===== src/rtl/round_sequencer_if.sv =====
// Handshake bundle between the round sequencer and the datapath blocks it steers.
//   master : the sequencer; takes confirm/timer/compare inputs and drives
//            compare start, timer control, input enable and game status.
//   slave  : the datapath side; mirror image of master.
interface round_sequencer_if;
  logic       confirm;       // one-cycle confirm pulse
  logic       timer_zero;    // level, timer reached 0
  logic       cmp_done;      // one-cycle pulse, cmp_result valid with it
  logic [1:0] cmp_result;    // 00 equal, 01 low, 10 high, 11 illegal
  logic       cmp_start;     // one-cycle pulse starting a comparison
  logic       timer_load;    // one-cycle timer reload pulse
  logic       timer_run;     // timer counts while high
  logic       input_en;      // digit buttons accepted while high
  logic [1:0] round;         // current round
  logic [1:0] max_digits;    // round + 1
  logic [2:0] guesses_left;  // remaining guesses
  logic [1:0] hint;          // last wrong-guess hint
  logic [1:0] win_lose;      // 00 playing, 01 win, 10 lose

  modport master (
    input  confirm, timer_zero, cmp_done, cmp_result,
    output cmp_start, timer_load, timer_run, input_en,
    output round, max_digits, guesses_left, hint, win_lose
  );

  modport slave (
    output confirm, timer_zero, cmp_done, cmp_result,
    input  cmp_start, timer_load, timer_run, input_en,
    input  round, max_digits, guesses_left, hint, win_lose
  );
endinterface


===== src/rtl/round_sequencer.sv =====
// Game-flow controller for the number-guessing datapath. Sequences each round
// (load timer, accept input, launch a comparison, show the hint), counts
// guesses, advances rounds/difficulty and declares win or lose.
// Ports:
//   clk    system clock
//   rst    asynchronous active-high reset
//   sq_io  round_sequencer_if master modport (all outputs registered)
module round_sequencer #(
  parameter int unsigned MAX_GUESSES = 5,
  parameter int unsigned NUM_ROUNDS  = 3,
  parameter int unsigned SHOW_CYCLES = 50_000_000
) (
  input  logic              clk,
  input  logic              rst,
  round_sequencer_if.master sq_io
);

  localparam int unsigned     CntW      = $clog2(SHOW_CYCLES + 1);
  localparam logic [CntW-1:0] ShowLast  = CntW'(SHOW_CYCLES - 1);
  localparam logic [2:0]      GuessMax  = 3'(MAX_GUESSES);
  localparam logic [1:0]      LastRound = 2'(NUM_ROUNDS - 1);

  typedef enum logic [2:0] {
    StIdle, StLoad, StGuess, StCompare, StShow, StNext, StWin, StLose
  } state_e;

  state_e          state_q, state_d;
  logic [CntW-1:0] cnt_q, cnt_d;
  logic [1:0]      round_q, round_d;
  logic [1:0]      max_digits_q, max_digits_d;
  logic [2:0]      guesses_q, guesses_d;
  logic [1:0]      hint_q, hint_d;
  logic [1:0]      win_lose_q, win_lose_d;
  logic            cmp_start_q, cmp_start_d;
  logic            timer_load_q, timer_load_d;
  logic            guess_en_q, guess_en_d;

  always_comb begin
    state_d      = state_q;
    cnt_d        = cnt_q;
    round_d      = round_q;
    max_digits_d = max_digits_q;
    guesses_d    = guesses_q;
    hint_d       = hint_q;
    win_lose_d   = win_lose_q;

    unique case (state_q)
      StIdle: begin
        if (sq_io.confirm) state_d = StLoad;
      end
      StLoad: begin
        guesses_d = GuessMax;
        hint_d    = 2'b00;
        state_d   = StGuess;
      end
      StGuess: begin
        // Timeout beats a simultaneous confirm.
        if (sq_io.timer_zero) begin
          state_d    = StLose;
          win_lose_d = 2'b10;
        end else if (sq_io.confirm) begin
          state_d = StCompare;
        end
      end
      StCompare: begin
        if (sq_io.cmp_done) begin
          case (sq_io.cmp_result)
            2'b00: begin
              if (round_q == LastRound) begin
                state_d    = StWin;
                win_lose_d = 2'b01;
              end else begin
                state_d = StNext;
              end
            end
            2'b01, 2'b10: begin
              hint_d    = sq_io.cmp_result;
              guesses_d = guesses_q - 3'd1;
              if (guesses_q == 3'd1) begin
                state_d    = StLose;
                win_lose_d = 2'b10;
              end else begin
                state_d = StShow;
                cnt_d   = '0;
              end
            end
            default: ;  // illegal result: keep waiting
          endcase
        end
      end
      StShow: begin
        if (cnt_q == ShowLast) state_d = StGuess;
        else                   cnt_d   = cnt_q + CntW'(1);
      end
      StNext: begin
        round_d      = round_q + 2'd1;
        max_digits_d = round_q + 2'd2;
        state_d      = StLoad;
      end
      StWin, StLose: begin
        if (sq_io.confirm) begin
          state_d      = StIdle;
          round_d      = 2'd0;
          max_digits_d = 2'd1;
          guesses_d    = GuessMax;
          hint_d       = 2'b00;
          win_lose_d   = 2'b00;
        end
      end
      default: state_d = StIdle;
    endcase

    // Registered strobes/levels are derived from the state being entered.
    cmp_start_d  = (state_d == StCompare) && (state_q != StCompare);
    timer_load_d = (state_d == StLoad);
    guess_en_d   = (state_d == StGuess);
  end

  always_ff @(posedge clk or posedge rst) begin
    if (rst) begin
      state_q      <= StIdle;
      cnt_q        <= '0;
      round_q      <= 2'd0;
      max_digits_q <= 2'd1;
      guesses_q    <= GuessMax;
      hint_q       <= 2'b00;
      win_lose_q   <= 2'b00;
      cmp_start_q  <= 1'b0;
      timer_load_q <= 1'b0;
      guess_en_q   <= 1'b0;
    end else begin
      state_q      <= state_d;
      cnt_q        <= cnt_d;
      round_q      <= round_d;
      max_digits_q <= max_digits_d;
      guesses_q    <= guesses_d;
      hint_q       <= hint_d;
      win_lose_q   <= win_lose_d;
      cmp_start_q  <= cmp_start_d;
      timer_load_q <= timer_load_d;
      guess_en_q   <= guess_en_d;
    end
  end

  assign sq_io.cmp_start    = cmp_start_q;
  assign sq_io.timer_load   = timer_load_q;
  assign sq_io.timer_run    = guess_en_q;
  assign sq_io.input_en     = guess_en_q;
  assign sq_io.round        = round_q;
  assign sq_io.max_digits   = max_digits_q;
  assign sq_io.guesses_left = guesses_q;
  assign sq_io.hint         = hint_q;
  assign sq_io.win_lose     = win_lose_q;

endmodule

===== src/flat_wrapper.sv =====
// flat-port wrapper written by rule: the top's interface ports become plain ports
module round_sequencer_flat 
#(
  parameter int unsigned MAX_GUESSES = 5,
  parameter int unsigned NUM_ROUNDS  = 3,
  parameter int unsigned SHOW_CYCLES = 50_000_000
)
  (clk, rst, sq_io_confirm, sq_io_timer_zero, sq_io_cmp_done, sq_io_cmp_result, sq_io_cmp_start, sq_io_timer_load, sq_io_timer_run, sq_io_input_en, sq_io_round, sq_io_max_digits, sq_io_guesses_left, sq_io_hint, sq_io_win_lose);
  round_sequencer_if sq_io_i ();
  input  logic clk;
  input  logic rst;
  input wire logic [$bits(sq_io_i.confirm)-1:0] sq_io_confirm;
  input wire logic [$bits(sq_io_i.timer_zero)-1:0] sq_io_timer_zero;
  input wire logic [$bits(sq_io_i.cmp_done)-1:0] sq_io_cmp_done;
  input wire logic [$bits(sq_io_i.cmp_result)-1:0] sq_io_cmp_result;
  output wire logic [$bits(sq_io_i.cmp_start)-1:0] sq_io_cmp_start;
  output wire logic [$bits(sq_io_i.timer_load)-1:0] sq_io_timer_load;
  output wire logic [$bits(sq_io_i.timer_run)-1:0] sq_io_timer_run;
  output wire logic [$bits(sq_io_i.input_en)-1:0] sq_io_input_en;
  output wire logic [$bits(sq_io_i.round)-1:0] sq_io_round;
  output wire logic [$bits(sq_io_i.max_digits)-1:0] sq_io_max_digits;
  output wire logic [$bits(sq_io_i.guesses_left)-1:0] sq_io_guesses_left;
  output wire logic [$bits(sq_io_i.hint)-1:0] sq_io_hint;
  output wire logic [$bits(sq_io_i.win_lose)-1:0] sq_io_win_lose;
  assign sq_io_i.confirm = sq_io_confirm;
  assign sq_io_i.timer_zero = sq_io_timer_zero;
  assign sq_io_i.cmp_done = sq_io_cmp_done;
  assign sq_io_i.cmp_result = sq_io_cmp_result;
  assign sq_io_cmp_start = sq_io_i.cmp_start;
  assign sq_io_timer_load = sq_io_i.timer_load;
  assign sq_io_timer_run = sq_io_i.timer_run;
  assign sq_io_input_en = sq_io_i.input_en;
  assign sq_io_round = sq_io_i.round;
  assign sq_io_max_digits = sq_io_i.max_digits;
  assign sq_io_guesses_left = sq_io_i.guesses_left;
  assign sq_io_hint = sq_io_i.hint;
  assign sq_io_win_lose = sq_io_i.win_lose;
  round_sequencer #(.MAX_GUESSES(MAX_GUESSES), .NUM_ROUNDS(NUM_ROUNDS), .SHOW_CYCLES(SHOW_CYCLES)) u_core (.clk(clk), .rst(rst), .sq_io(sq_io_i));
endmodule

===== config.mk =====
export PLATFORM = sky130hd
export DESIGN_NAME = round_sequencer_flat
export DESIGN_NICKNAME = d
export VERILOG_FILES = /design/src/rtl/round_sequencer_if.sv /design/src/rtl/round_sequencer.sv /design/src/flat_wrapper.sv
export SDC_FILE = /design/constraint.sdc
export NUM_CORES = 1
export LEC_CHECK = 0
export BUFFER_PORTS_ARGS = -buffer_cell sky130_fd_sc_hd__clkbuf_2
export CORE_MARGIN = 8
export CORE_UTILIZATION = 40
export DETAILED_ROUTE_END_ITERATION = 6
export GPL_ROUTABILITY_DRIVEN = 1
export GPL_TIMING_DRIVEN = 0
export SLEW_MARGIN = 20
export SYNTH_ARGS = -nofsm -noshare
export SYNTH_HDL_FRONTEND = slang
export SYNTH_SLANG_ARGS = --single-unit

===== constraint.sdc =====
create_clock -name clk -period 4.94 [get_ports clk]
set_input_delay 0.741 -clock clk [delete_from_list [all_inputs] [get_ports clk]]
set_output_delay 0.741 -clock clk [all_outputs]
set_load 0.005 [all_outputs]

# Word-level counts from Yosys, hierarchy flattened
# Cells that the tools add are included.
[totals]
register_bits = 43
in_bits = 7
output_inout_bits = 15
wordCells = 84
[op_classes]
addsub = 4
n_eq_ne = 25
mux = 32
n_reduce_logical = 13
[op_table]
columns = ["operator", "count"]
rows = [
  ["26-bit two-way mux", 4],
  ["26-bit one-hot mux with 2 select lines", 1],
  ["3-bit two-way mux", 9],
  ["26-bit by 1-bit adder with 26-bit output, second input constant", 1],
  ["26-bit == test, second input constant", 1],
  ["3-bit one-hot mux with 7 select lines", 1],
  ["2-bit two-way mux", 10],
  ["3-bit by 2-bit == test with 1-bit output, second input constant", 4],
  ["3-bit == test, second input constant", 4],
  ["3-bit by 2-bit != test with 1-bit output, second input constant", 4],
  ["2-bit one-hot mux with 2 select lines", 3],
  ["2-bit one-hot mux with 3 select lines", 2],
  ["2-bit != test, second input constant", 5],
  ["3-bit by 1-bit == test with 1-bit output, second input constant", 3],
  ["3-bit one-hot mux with 3 select lines", 1],
  ["7-bit AND reduction", 1],
  ["3-bit one-hot mux with 2 select lines", 1],
  ["3-bit nonzero test", 2],
  ["5-bit AND reduction", 1],
  ["2-bit == test, second input constant", 2],
  ["4-bit AND reduction", 1],
  ["2-bit nonzero test", 2],
  ["2-bit OR reduction", 2],
  ["3-bit logical NOT", 1],
  ["8 further kinds", 8],
]

# Longest topological paths before layout
# Gate-level depths: netlist of the first run.
[depth]
depth_word = 7
ltp_mapped = 8
ltp_nobuf = 8

# Worst setup path before layout of the first run
# No wires, ideal clock.
[synth_timing]
path_type = "input port to flip-flop"
from = "in sq_io_cmp_result[0]"
to = "reg u_core.cnt_q[23]"
setup_ns = 0.078
arrival_time_ns = 2.479
slack_ns = 2.383
cell_stages = 8
n_path_buf = 1
cell_sequence = "inv_1 ha_1 nand2_2 o31ai_4 o211ai_2 buf_6 or4_1 a21oi_1"
[synth_between]
elab_chain_len = 4
word_cells_on_any_way = 5
cone_classes = "eq/ne (3); reduce/logical (2)"
[synth_lines]
columns = ["element", "line", "text"]
rows = [
  ["from (decl)", "flat_wrapper.sv:15", "input wire logic [$bits(sq_io_i.cmp_result)-1:0] sq_io_cmp_result;"],
  ["2-bit by 1-bit == test with 1-bit output or 2-bit == test (tied branches)", "round_sequencer.sv:67", "case (sq_io.cmp_result)"],
  ["2-bit OR reduction *", "round_sequencer.sv:67", ""],
  ["2-bit by 1-bit != test with 1-bit output (no source line) *", "n/a", ""],
  ["5-bit AND reduction (no source line) *", "n/a", ""],
  ["to (signal assigned)", "round_sequencer.sv:133", "cnt_q <= cnt_d;"],
  ["to (decl)", "round_sequencer.sv:28", "logic [CntW-1:0] cnt_q, cnt_d;"],
]
# Mark *: on every way between the ends. The rest lies on a longest branch, timed or not.
# A chain may end at the register's enable or synchronous reset.

# Worst setup path after layout of the first run
# Ends and elaborated chain as after synthesis.

==> results of run 1 <==
[state kept, by name, indices dropped and copies added (netlist names)]
name / flops
u_core.sq_io.win_lose: 2
u_core.sq_io.max_digits: 2
u_core.cnt_q: 26
u_core.sq_io.timer_load: 1
u_core.sq_io.round: 2
u_core.sq_io.cmp_start: 1
u_core.sq_io.input_en: 1
u_core.sq_io.hint: 2
u_core.sq_io.guesses_left: 3
u_core.state_q: 3
[cell usage in the layout, fill, tap and decap left out, types with 3 or more instances in the layout]
cell      Yosys  final
dfrtp_1      40     40
nor2_1       22     22
clkbuf_2      0     21
a21oi_1      19     19
o21ai_0      18     18
nand2_1      16     16
inv_1        12     11
nand3_1      11     11
or3_1        11     11
nor3_1        7      7
nor4_1        7      7
and3_1        6      6
xnor2_1       6      6
ha_1          6      6
clkbuf_8      0      6
nor2b_1       5      5
clkbuf_1      5      5
mux2_2        5      5
mux2i_1       5      5
nand4_1       4      4
xor2_1        3      3
o31ai_1       3      3
or4_1         3      3
o21ai_1       3      3
dfstp_2       3      3
[power by group]
| group | switching (mW) | internal, mW | leakage (nW) | total (mW) |
|---|---|---|---|---|
| clock | 0.118 | 0.164 | 0.0612 | 0.282 |
| combinational | 0.282 | 0.218 | 0.588 | 0.500 |
| sequential | 0.111 | 0.465 | 0.562 | 0.575 |
[worst max-delay path: cells and delay by family]
kind / cells / cell delay (ns)
compound gates: 3 / 0.73
fa+ha+maj: 1 / 0.39
buf+inv: 3 / 0.32
simple gates: 2 / 0.61
[layout make-up]
cell class              instances  area (um2)
repair buffers                 22         133
clock buffers                   6        82.6
inverters                      12        45.0
multi-input cells             198        1280
plain buffers                  10        50.0
well taps                      75        93.8
clock inverters                 2        35.0
fillers                       573        3120
flip-flops and latches         43        1080
[per-stage QoR]
step	hold WS, ns	worst slack, ns
final	0.449	2.35
after global routing	0.490	2.20
after CTS	0.466	2.35
after global placement	0.482	2.07
after floorplan	0.480	2.38
after detailed placement	0.491	2.04
[cells by family after synthesis]
family          share of synthesized area
fa+ha+maj                          0.0306
buf+inv                            0.0388
mux                                0.0433
simple gates                        0.249
xor+xnor                           0.0321
compound gates                      0.166
flops                               0.440
[path summary, 6_finish.rpt]
path	startpoint	end	slack (ns)	cells after the start
setup / recovery	sq_io_cmp_result[0]	u_core.cnt_q[23]	2.35	9
hold reg to reg	u_core.sq_io.guesses_left[2]	u_core.sq_io.guesses_left[2]	0.50	1
setup reg to reg	u_core.cnt_q[0]	u_core.cnt_q[20]	2.69	7
hold / removal	rst	u_core.sq_io.round[0]	0.45	2
min in group clk	u_core.sq_io.guesses_left[2]	u_core.sq_io.guesses_left[2]	0.50	1
max in group asynchronous	rst	u_core.sq_io.guesses_left[0]	3.94	3
[per-layer routing]
layer | part of all wire | track usage
met5 | 0 | 0
met4 | 0.0062 | 0.0304
met3 | 0.029 | 0.0288
met2 | 0.49 | 0.225
met1 | 0.47 | 0.165
==> impl_metrics.json, run 1 <==
{
  "end_kind": "flop",
  "fp.dieArea_mm2": 0.00890,
  "post-route-min-period_ns": 2.59,
  "synth_seq_cells": 43,
  "finalPower_mw": 1.36,
  "ys_seq_area_frac": 0.440,
  "postCtsResizedCells": 0,
  "slew_headroom": 0.578,
  "fin_util": 0.473,
  "vias_per_cell": 5.56,
  "synthTopCellsByArea": "dfrtp_1 (41%), a21oi_1 (3.9%), o21ai_0 (3.7%), nor2_1 (3.4%), dfstp_2 (3.2%)",
  "rows": 28,
  "htreeDepth": 2,
  "fin_cells": 368,
  "power.density_mw_per_mm2": 485,
  "num-nets-final": 305,
  "hold_class": "in2async",
  "hold_viol": 0,
  "io_buffers": 21,
  "leakage_nw": 1.21,
  "grt_max_degree": 24,
  "dp_hpwl_um": 4130,
  "cap_violations": 0,
  "ys_warn_count": 0,
  "synth_cells": 263,
  "rsz0062_at_grt": "false",
  "setup_viol": 0,
  "synth_top_flop_cell": "dfrtp_1",
  "postPlaceCellArea_mm2": 0.00268,
  "critPathKind": "in2reg",
  "drt-initial-drc-count": 92,
  "syn2layout_area_growth_pct": 14.0,
  "clk_latency_ns": 0.29,
  "wirelength_um": 5500,
  "num_vias": 2045,
  "fin_area_mm2": 0.00280,
  "synth_top_area_frac": 0.408,
  "numCtsBuffers": 5,
  "synth-edff-count": 0,
  "clock.fmax_mhz": 386,
  "tritoncts": "yes",
  "drc": 0,
  "worstPathArrival_ns": 2.81,
  "avgRoutedWirePerCell_um": 14.9,
  "fin_skew_ns": 0.00669,
  "slew_viol_final": 0,
  "routabilityCongestion": 0.862,
  "initial_core_util": 0.414,
  "postSynthAreaPerCell_um2": 9.33,
  "grt_pass1_wl_um": 9600,
  "slowest_stage": "or4_1",
  "post-cts-setup-buffers": 0,
  "clockBufferDepth": 2,
  "ant_nets": 0,
  "synth_cell_types": 56,
  "die_w_um": 94.3,
  "antennaDiodeCount": 0,
  "tightest_slew_ns": 0.627,
  "final_layout_size_suffix_gt1_frac": 0.184,
  "netlist_area_mm2": 0.00245,
  "io_pins": 22,
  "status": "finished, final reports clean",
  "crit_chain": "clkbuf_2, inv_1, ha_1, nand2_2, o31ai_4, o211ai_2, buf_6, or4_1, a21oi_1",
  "period_share": 0.525,
  "core_mm2": 0.00592,
  "ys_top_cells_by_count": "dfrtp_1 (40), nor2_1 (22), a21oi_1 (19)",
  "drt-pass1-iter-count": 4,
  "fin_setup_tns_ns": 0,
  "crit_required_ns": 5.16,
  "yosysMostFrequentCell": "dfrtp_1",
  "synthArstFlopShare": 1.00,
  "grt_overflow": 0,
  "grt_pass1_vias": 2057,
  "hold_buffers": 0,
  "cp_max_fo": 10,
  "dp.cells": 360,
  "die_height_um": 94.3,
  "clock-sinks": 43,
  "start_kind": "primary input",
  "antenna_found_initial": 0,
  "synth_area_leader_cell": "dfrtp_1",
  "synthesis.nets": 276,
  "max_stage_delay_ns": 0.47,
  "track_usage": 0.132,
  "clk_pin_slew_ns": 0.08,
  "root_buffer": "clkbuf_8",
  "ir_drop_uv": 219
}
Power figures use the tool's default switching activity.
==> run 2: changes to the inputs <==
- ABC_AREA: not set -> 1
- clock period: 4.94 -> 2.71 ns (I/O delays scaled with it)
==> run 2 against run 1 <==
  * Total power increased by 96%
  * Flip-flop and latch count unchanged
  * Clock-buffer cell count decreased by 1
  * Worst setup slack got worse by 1.8 ns
  * Via count increased by 24%
  * Utilization decreased by 0.79 points
  * Largest cell class unchanged
  * Non-clock buffer count decreased by 2
==> impl_metrics.json, run 2 <==
{
  "cap_violations": 0,
  "drc": 0,
  "critPathKind": "reg2reg",
  "antenna_found_initial": 0,
  "wirelength_um": 6880,
  "hold_class": "in2async",
  "ant_nets": 0,
  "tightest_slew_ns": 0.543,
  "postSynthAreaPerCell_um2": 6.99,
  "core_mm2": 0.00679,
  "num_vias": 2542,
  "clk_pin_slew_ns": 0.09,
  "clock-sinks": 43,
  "top_register": "u_core.cnt_q",
  "drt-pass1-iter-count": 4,
  "fin_util": 0.465,
  "num-nets-final": 445,
  "synth-edff-count": 0,
  "synth_top_flop_cell": "dfrtp_1",
  "slew_viol_final": 0,
  "drt-initial-drc-count": 127,
  "ir_drop_uv": 285,
  "grt_pass1_vias": 2431,
  "post-cts-setup-buffers": 0,
  "synthTopCellsByArea": "dfrtp_1 (36%), nand2_1 (17%), nand3_1 (7.3%), nor2_1 (7.1%), inv_1 (6.0%)",
  "critPathBufInv": 3,
  "synthesis.nets": 416,
  "synth_top_area_frac": 0.355,
  "grt_max_degree": 32,
  "synth_cells": 403,
  "reg2reg_slack_ns": 0.53,
  "start_kind": "flop",
  "rsz0062_at_grt": "false",
  "worstPathArrival_ns": 2.41,
  "leakage_nw": 1.44,
  "clock.fmax_mhz": 459,
  "cp_top_family": "simple AND/OR/NAND/NOR gates",
  "ys_warn_count": 0,
  "routabilityCongestion": 0.899,
  "r2r-end": "u_core.cnt_q[0]",
  "antennaDiodeCount": 0,
  "max_stage_delay_ns": 0.55,
  "crit_chain": "ha_1, nand3_2, nor2_4, inv_2, nor2_2, nand3_2, nand2_2, buf_6, buf_8, nand2_2, o21ai_2",
  "die_w_um": 99.9,
  "synth_cell_types": 30,
  "grt_overflow": 0,
  "fin_setup_tns_ns": 0,
  "htreeDepth": 2,
  "numCtsBuffers": 5,
  "grt_pass1_wl_um": 12100,
  "io_buffers": 21,
  "largest_reg_flops": 26,
  "clk_latency_ns": 0.30,
  "syn2layout_area_growth_pct": 12.0,
  "synth_area_leader_cell": "dfrtp_1",
  "final_cell_mix": "nand2_1 (127), nor2_1 (53), inv_1 (44)",
  "synthArstFlopShare": 1.00,
  "netlist_area_mm2": 0.00282,
  "period_share": 0.804,
  "status": "finished, final reports clean",
  "r2r_cells": 11,
  "slowest_stage": "dfrtp_1",
  "fin_skew_ns": 0.00679,
  "root_buffer": "clkbuf_8",
  "cp_max_fo": 10,
  "yosysMostFrequentCell": "nand2_1",
  "ys_top_cells_by_count": "nand2_1 (127), nor2_1 (53), inv_1 (45)",
  "ys_seq_area_frac": 0.383,
  "hold_viol": 0,
  "dp_hpwl_um": 5270,
  "end_kind": "flop",
  "die_height_um": 99.9,
  "r2r_start": "u_core.cnt_q[0]",
  "track_usage": 0.148,
  "postCtsResizedCells": 0,
  "synth_seq_cells": 43,
  "final_layout_size_suffix_gt1_frac": 0.166,
  "clockBufferDepth": 2,
  "post-route-min-period_ns": 2.18,
  "crit_required_ns": 2.95,
  "tritoncts": "yes",
  "layout_commonest_cell": "nand2_1",
  "rows": 30,
  "avgRoutedWirePerCell_um": 13.0,
  "setup_viol": 0,
  "vias_per_cell": 4.81,
  "slew_headroom": 0.638,
  "hold_buffers": 0,
  "io_pins": 22,
  "fp.dieArea_mm2": 0.00999,
  "initial_core_util": 0.415,
  "power.density_mw_per_mm2": 842
}
run 2: cell count changes in the layout (fill, tap and decap cells not counted), moves of 9 or more:
cell,delta
nand3_1,+30
nand2_2,+9
inv_1,+33
o21ai_2,+10
a21oi_1,-15
nor2_1,+31
nand2_1,+111
or3_1,-11
run 2: worst max-delay path by stage:
stage | startpoint | to | cells after the start
6_report | u_core.cnt_q[0] | u_core.cnt_q[0] | 11
3_3_place_gp | u_core.cnt_q[0] | u_core.cnt_q[0] | 11
3_5_place_dp | u_core.cnt_q[0] | u_core.cnt_q[5] | 11
4_1_cts | u_core.cnt_q[0] | u_core.cnt_q[5] | 11
2_1_floorplan | u_core.cnt_q[0] | u_core.cnt_q[0] | 11
5_1_grt | u_core.cnt_q[0] | u_core.cnt_q[18] | 11
run 2: area by class of cell:
cell class | instances | area, um2
plain buffers | 8 | 76.3
clock buffers | 5 | 68.8
clock inverters | 3 | 25.0
fillers | 702 | 3640
inverters | 48 | 180
multi-input cells | 304 | 1480
flip-flops and latches | 43 | 1080
well taps | 96 | 120
repair buffers | 22 | 125
run 2: cells by family (layout without fill, tap and decap cells):
kind of cell / count (synthesis) / count (layout) / synth area share
adder cells (fa/ha/maj): 6 / 6 / 0.0266
flip-flops: 43 / 43 / 0.383
buffers and inverters: 56 / 86 / 0.0910
XOR/XNOR: 10 / 10 / 0.0311
AO/OA/AOI/OAI: 39 / 39 / 0.0879
AND/OR/NAND/NOR: 249 / 249 / 0.380
run 2: per-layer routing:
metal	global-route usage	share of wire
met2	0.224	0.42
met1	0.210	0.51
met4	0.0373	0.012
met5	0	0
met3	0.0277	0.055
run 2: through the flow:
step                      cells  setup WS [ns]  hold WS [ns]  power, mW  area, um2
final                       529          0.532        0.0270       2.66       3160
after global routing        529          0.317        0.0486       2.88       3160
after CTS                   529          0.535        0.0338       2.69       3160
after detailed placement    521          0.571         0.367       2.24       3060
after global placement      520          0.585         0.469       2.21       3040
after floorplan             403          0.977         0.472       1.88       2820
run 2: power breakdown:
part	internal (mW)	switching, mW
combinational	0.447	0.713
clock	0.185	0.255
sequential	0.847	0.212
==> run 3: changes to the inputs <==
- clock period: 2.71 -> 2.25 ns (I/O delays scaled with it)
==> run 3 against run 2 <==
  * Critical path type unchanged
  * Sequential power increased by 21%
  * Worst setup slack got worse by 0.30 ns
  * Final cell count increased by 0.19%
  * Largest cell class unchanged
  * Largest power group unchanged
==> impl_metrics.json, run 3 (synthesis results as in run 2) <==
{
  "leakage_nw": 1.45,
  "start_kind": "flop",
  "rows": 30,
  "tritoncts": "yes",
  "cap_violations": 0,
  "ir_drop_uv": 343,
  "grt_max_degree": 32,
  "drt-pass1-iter-count": 4,
  "post-cts-setup-buffers": 0,
  "period_share": 0.897,
  "worstPathArrival_ns": 2.25,
  "htreeDepth": 2,
  "cp_max_fo": 10,
  "clock.fmax_mhz": 495,
  "largest_reg_flops": 26,
  "final_cell_mix": "nand2_1 (127), nor2_1 (53), inv_1 (44)",
  "fin_skew_ns": 0.00701,
  "antenna_found_initial": 0,
  "root_buffer": "clkbuf_8",
  "fin_setup_tns_ns": 0,
  "layout_commonest_cell": "nand2_1",
  "routabilityCongestion": 0.899,
  "min_from": "sq_io_cmp_result[0]",
  "die_height_um": 99.9,
  "clockBufferDepth": 2,
  "core_mm2": 0.00679,
  "postPlaceCellArea_mm2": 0.00306,
  "avgRoutedWirePerCell_um": 13.0,
  "dp_hpwl_um": 5270,
  "end_kind": "flop",
  "tightest_slew_ns": 0.554,
  "fp.dieArea_mm2": 0.00999,
  "final_layout_size_suffix_gt1_frac": 0.171,
  "r2r_start": "u_core.cnt_q[0]",
  "post-route-min-period_ns": 2.02,
  "drt-initial-drc-count": 159,
  "top_register": "u_core.cnt_q",
  "clock-sinks": 43,
  "io_buffers": 21,
  "hold_class": "in2reg",
  "grt_pass1_vias": 2434,
  "die_w_um": 99.9,
  "vias_per_cell": 4.82,
  "num_vias": 2554,
  "numCtsBuffers": 5,
  "wirelength_um": 6910,
  "power.density_mw_per_mm2": 1010,
  "status": "finished, final reports clean",
  "slew_viol_final": 0,
  "startpoint": "u_core.cnt_q[0]",
  "antennaDiodeCount": 0,
  "fin_area_mm2": 0.00317,
  "crit_required_ns": 2.48,
  "initial_core_util": 0.415,
  "clk_latency_ns": 0.30,
  "grt_overflow": 0,
  "rsz0062_at_grt": "false",
  "ant_nets": 0,
  "syn2layout_area_growth_pct": 12.5,
  "critPathKind": "reg2reg",
  "setup_viol": 0,
  "hold_viol": 0,
  "num-nets-final": 446,
  "dp.cells": 521,
  "grt_pass1_wl_um": 12100,
  "drc": 0,
  "fin_cells": 530,
  "track_usage": 0.148,
  "clk_pin_slew_ns": 0.09,
  "slew_headroom": 0.631,
  "io_pins": 22,
  "fin_util": 0.467
}
==> run 3: cell count changes in the layout (fill, tap and decap cells not counted), sizes merged <==
cell	before	now
dlygate4sd3	0	1
==> run 3: area by class of cell <==
type,instances,area (um2)
inverter,48,180
fill,702,3620
timing repair buffer,23,135
clock buffer,5,68.8
multi-input combinational,304,1480
clock inverter,3,25.0
tap,96,120
sequential,43,1080
buffer,8,76.3
==> run 3: worst paths after layout <==
kind / endpoint / slack (ns) / cells after the start
min: u_core.sq_io.hint[0] / 0.29 / 3
max reg2reg: u_core.cnt_q[8] / 0.23 / 11
min reg2reg: u_core.sq_io.max_digits[0] / 0.49 / 2
min in group asynchronous: u_core.cnt_q[17] / 0.51 / 3
max in group asynchronous: u_core.sq_io.guesses_left[0] / 1.20 / 4
max: u_core.cnt_q[8] / 0.23 / 11
==> run 3: worst max-delay path, cell delays in order, from the launching register on <==
cell and delay, ns:
dfrtp_2 0.48, ha_2 0.28, nand3_2 0.12, nor2_4 0.20
inv_2 0.06, nor2_2 0.14, nand3_2 0.12, nand2_2 0.09
buf_6 0.16, buf_8 0.17, nand2_2 0.06, o21ai_2 0.05
==> run 3: metrics by stage <==
stage | setup WS [ns] | power, mW | hold WS [ns]
2_1_floorplan | 0.517 | 2.27 | 0.447
3_3_place_gp | 0.125 | 2.66 | 0.469
3_5_place_dp | 0.111 | 2.70 | 0.298
4_1_cts | 0.0748 | 3.24 | 0.281
5_1_grt | 0.0430 | 3.48 | 0.300
6_report | 0.231 | 3.21 | 0.290
==> run 3: repair_timing <==
| item | in CTS | in global routing |
|---|---|---|
| resized for setup | 0 | 2 |
| setup endpoints to repair | 0 | 27 |
| hold buffers | 1 | 0 |
| hold endpoints to repair | 12 | 0 |
==> run 3: per-layer routing <==
layer | share of wire | vias up | routed length [um] | track usage
met4 | 0.012 | 0 | 85 | 0.0373
met2 | 0.42 | 60 | 2930 | 0.224
met1 | 0.51 | 1150 | 3500 | 0.210
li1 | - | 1337 | - | -
met5 | 0 | - | 0 | 0
met3 | 0.056 | 7 | 388 | 0.0277
==> run 3: report_power, final <==
part	switching [mW]	total (mW)	internal, mW
Combinational	0.858	1.40	0.541
Clock	0.308	0.531	0.223
Sequential	0.256	1.28	1.02
Total	1.42	3.21	1.79
